## src/rtl/instr_sequencer.sv

```systemverilog
// Program sequencer that feeds the my_fsm controller: it fetches each instruction
// and holds it stable until the controller pulses done. It stops at a halt opcode or at the end of memory.
module instr_sequencer #(
   parameter int DEPTH = 16,
   parameter int AW    = 4
) (
   input  logic          clk,
   input  logic          reset,
   input  logic          prog_we,
   input  logic [AW-1:0] prog_addr,
   input  logic [9:0]    prog_data,
   input  logic          start,
   input  logic          done,
   output logic [3:0]    func,
   output logic [2:0]    in1,
   output logic [2:0]    in2,
   output logic          instr_valid,
   output logic [AW-1:0] pc,
   output logic          busy,
   output logic          halted,
   output logic [4:0]    retired
);

   typedef enum logic [1:0] {
      IDLE  = 2'b00,
      ISSUE = 2'b01,
      WAIT  = 2'b10,
      HALT  = 2'b11
   } state_t;

   localparam logic [AW-1:0] LAST_ADDR = AW'(DEPTH - 1);

   state_t        state_q, state_d;
   logic [AW-1:0] pc_q, pc_d;
   logic [3:0]    func_q, func_d;
   logic [2:0]    in1_q, in1_d;
   logic [2:0]    in2_q, in2_d;
   logic          valid_q, valid_d;
   logic [4:0]    retired_q, retired_d;

   logic [9:0]    mem [DEPTH];
   logic [9:0]    fetch_word;
   logic          mem_we;
   logic          is_halt_op;

   // Writes are only taken while stopped, so they can never race the fetch.
   assign mem_we     = prog_we && !reset && (state_q == IDLE || state_q == HALT);
   assign fetch_word = mem[pc_q];
   assign is_halt_op = (fetch_word[9:6] == 4'b0000);

   always_ff @(posedge clk) begin
      if (mem_we) begin
         mem[prog_addr] <= prog_data;
      end
   end

   // State register
   always_ff @(posedge clk) begin
      if (reset) begin
         state_q <= IDLE;
      end else begin
         state_q <= state_d;
      end
   end

   // Next-state logic
   always_comb begin
      state_d = state_q;
      case (state_q)
         IDLE, HALT: if (start) state_d = ISSUE;
         ISSUE:      state_d = is_halt_op ? HALT : WAIT;
         WAIT: begin
            if (done) begin
               state_d = (pc_q == LAST_ADDR) ? HALT : ISSUE;
            end
         end
         default:    state_d = IDLE;
      endcase
   end

   // Datapath registers
   always_ff @(posedge clk) begin
      if (reset) begin
         pc_q      <= '0;
         func_q    <= '0;
         in1_q     <= '0;
         in2_q     <= '0;
         valid_q   <= 1'b0;
         retired_q <= '0;
      end else begin
         pc_q      <= pc_d;
         func_q    <= func_d;
         in1_q     <= in1_d;
         in2_q     <= in2_d;
         valid_q   <= valid_d;
         retired_q <= retired_d;
      end
   end

   always_comb begin
      pc_d      = pc_q;
      func_d    = func_q;
      in1_d     = in1_q;
      in2_d     = in2_q;
      valid_d   = valid_q;
      retired_d = retired_q;
      case (state_q)
         IDLE, HALT: begin
            if (start) begin
               pc_d      = '0;
               retired_d = '0;
            end
         end
         ISSUE: begin
            // A halt opcode leaves the last issued fields on the outputs.
            if (!is_halt_op) begin
               func_d  = fetch_word[9:6];
               in1_d   = fetch_word[5:3];
               in2_d   = fetch_word[2:0];
               valid_d = 1'b1;
            end
         end
         WAIT: begin
            if (done) begin
               valid_d   = 1'b0;
               retired_d = (retired_q == 5'd31) ? retired_q : retired_q + 5'd1;
               if (pc_q != LAST_ADDR) begin
                  pc_d = pc_q + 1'b1;
               end
            end
         end
         default: ;
      endcase
   end

   // Output decode
   always_comb begin
      func        = func_q;
      in1         = in1_q;
      in2         = in2_q;
      instr_valid = valid_q;
      pc          = pc_q;
      retired     = retired_q;
      busy        = (state_q == ISSUE) || (state_q == WAIT);
      halted      = (state_q == HALT);
   end

endmodule
```

## config.mk

```make
export PLATFORM = sky130hd
export DESIGN_NAME = instr_sequencer
export DESIGN_NICKNAME = d
export VERILOG_FILES = /design/src/rtl/instr_sequencer.sv
export SDC_FILE = /design/constraint.sdc
export NUM_CORES = 1
export LEC_CHECK = 0
export BUFFER_PORTS_ARGS = -buffer_cell sky130_fd_sc_hd__buf_2
export CORE_UTILIZATION = 64
export CTS_CLUSTER_DIAMETER = 200
export DETAILED_ROUTE_END_ITERATION = 16
export GPL_TIMING_DRIVEN = 0
export PLACE_DENSITY = 0.83
export SETUP_SLACK_MARGIN = 0.4
export SYNTH_ARGS = -nofsm -noshare
export SYNTH_HDL_FRONTEND = slang
export SYNTH_SLANG_ARGS = --single-unit
```

## constraint.sdc

```tcl
create_clock -name clk -period 4.47 [get_ports clk]
set_input_delay 0.894 -clock clk [delete_from_list [all_inputs] [get_ports clk]]
set_output_delay 0.894 -clock clk [all_outputs]
set_load 0.02 [all_outputs]
```

==> reports/qor.yml <==
run_status: "complete, no violations"
start_util_pct: 66.24
viasPerCell: 6.401
worstPathCellList: "buf_1 -> mux4_2 -> a22oi_1 -> nand3_1 -> o41ai_4 -> mux2i_1 -> nor2_1"
ctsHoldBuffers: 0
portBuffers: 40
root_buffer: "clkbuf_8"
fin_skew_ns: 0.007749
worst_path_clk_slew_ns: 0.07
cp_data_required_time_ns: 4.89
max_cap_viol: 0
globalRouteTotalUtil_pct: 27.94
synth_seq_cells: 186
finalNetCount: 459
rsz_0062_raised_after_global_routing: "false"
antenna-diode-count: 0
die-width_um: 108.2
areaGrowthSynthToFinish_pct: 14.40
htreeDepth: 4
final_critical_path_setup_slack_ns: 1.424
critical_path.slowest_cell: "o41ai_4"
max_slew.worst_pin.slew_ns: 1.068
global_route_wire_length_before_repair_um: 22000
timing.critical_path.from_type: "flop"
hold_viol_final: 0
crit_path_max_incr_delay_ns: 0.82
die_h_um: 108.2
post_cts_resized: 0
final_report_setup_violation_count: 0
totalWireLength_um: 14500
maxClockFrequency_mhz: 328.3
cts_buffers: 17
drcViolationCount: 0
grt.overflow.total: 0
ys_top_cells_by_area: "edfxtp_1, mux4_2, dfxtp_1"
crit_family: "compound AO/OA/AOI/OAI gates"
synth.largest_area_cell: "edfxtp_1"
holdWs_ns: 0.4994
setup-tns-final_ns: 0
syn_inst: 373
worstPathBufferInverterCount: 1
pre_cts_slack_ns: 1.457
io-pin-count: 41
first_global_vias: 3860
critical_path_end_type: "flop"
routed-via-count: 3751
grt_max_degree: 17
irDropWorstVdd_mv: 0.3562
synthesis.area_mm2: 0.007212
avgSynthCellArea_um2: 19.33
syn_nets: 398
postSynth.topFlopCell: "edfxtp_1"
final.min_clock_period_ns: 3.046
first_iter_violations: 393
power_per_cell_area_mw_per_mm2: 463.5
place_congestion: 0.7603
fin_crit_sh_pct: 68.15
slew-limit-headroom_pct: 28.55
initial_antenna_violation_count: 0
cts_post_setup_buffers_inserted: 0
p_total_uw: 3824
synth-edff-count: 160
postSynth.asyncResetShare_pct: 0
drt-wirelength-per-cell_um: 24.74
rows: 38
ys_warn_count: 0
place.detailed.hpwl_um: 8885
clock_tree.buffer_depth: 2
final_core_density_pct: 75.78
classification_of_the_worst_setup_path: "flop to flop"
yosysTopAreaCellShare_pct: 66.62
p_leak_uw: 0.002757
yosysSeqAreaShare_pct: 73.84
tritoncts: "done"
drive_gt1_share_pct: 28.70
clkLatencyLatePin_ns: 0.55
path_max_fanout: 10
drt.antenna.violating_nets: 0
dieArea_mm2: 0.01170
drv_slew: 0
tritoncts_num_sinks: 186
detailedRoute.firstPassIterationCount: 5
post_synth_num_cell_types: 37
cp.arrival_ns: 3.47
hp-class: "flop to flop"
fp.coreArea_mm2: 0.01089
metrics by stage:
step / area (um^2) / instances
2_1_floorplan: 7212 / 373
3_3_place_gp: 7587 / 553
3_5_place_dp: 7630 / 555
4_1_cts: 8250 / 586
5_1_grt: 8250 / 586
6_report: 8250 / 586
worst paths after layout:
path	start	end	slack, ns	cells past startpoint
max	flop	in2[1]	1.42	7
min reg2reg	state_q[1]	state_q[1]	0.50	2
min	state_q[1]	state_q[1]	0.50	2
max reg2reg	flop	in2[1]	1.42	7
layout make-up:
| type | instances | area (um^2) |
|---|---|---|
| Sequential cell | 186 | 5325 |
| Fill cell | 585 | 2638 |
| Multi-Input combinational cell | 166 | 1800 |
| Clock buffer | 19 | 421.7 |
| Timing Repair Buffer | 42 | 222.7 |
| Clock inverter | 12 | 198.9 |
| Tap cell | 140 | 175.2 |
| Buffer | 14 | 80.08 |
| Inverter | 7 | 26.28 |
tightest hold or removal path, cell delays in order (launching register included):
cell	delay, ns
dfxtp_1	0.34
nand2_1	0.06
a21oi_1	0.05
state kept, by name (all words and copies together) (netlist names), named ones only:
register     cells
retired          5
pc               4
state_q          2
in2              3
instr_valid      1
mem            160
func             4
in1              3
power by group:
group	internal [uW]	switching (uW)	total, uW
Sequential	1920	19.6	1940
Combinational	116	193	309
Clock	961	613	1570
routing by layer:
metal | wire length [um] | global-route usage, %
met5 | 0 | 0
met4 | 238 | 12.82
met3 | 1021 | 6.932
met2 | 7375 | 44.27
met1 | 5859 | 37.11
placed cells by master, fill, tap and decap left out, drive strengths merged, types with 2 or more instances in the layout:
cell,n
a21oi,3
a22oi,11
buf,49
bufinv,5
clkbuf,26
clkinv,6
dfxtp,26
edfxtp,160
ha,6
inv,7
mux2i,8
mux4,46
nand2,12
nand2b,2
nand3,10
nor2,39
nor2b,2
nor3,7
o21ai,3
or3,3
xor2,2
cells by family after synthesis:
kind of cell	count (synthesis)	share of synthesized area (%)
simple gates	80	5.066
mux	55	15.79
compound gates	22	2.429
buf+inv	21	1.475
flops	186	73.84
fa+ha+maj	6	1.041
xor+xnor	3	0.3644
cell usage after synthesis, types with 6 or more instances:
master	number
nor2_1	39
edfxtp_1	160
nor3_1	7
nand3_1	8
mux2i_1	8
mux4_2	43
ha_1	6
nand2_1	12
inv_1	7
dfxtp_1	26
clkbuf_1	7
a22oi_1	10
Note: power is estimated with default switching activity, not from simulation.
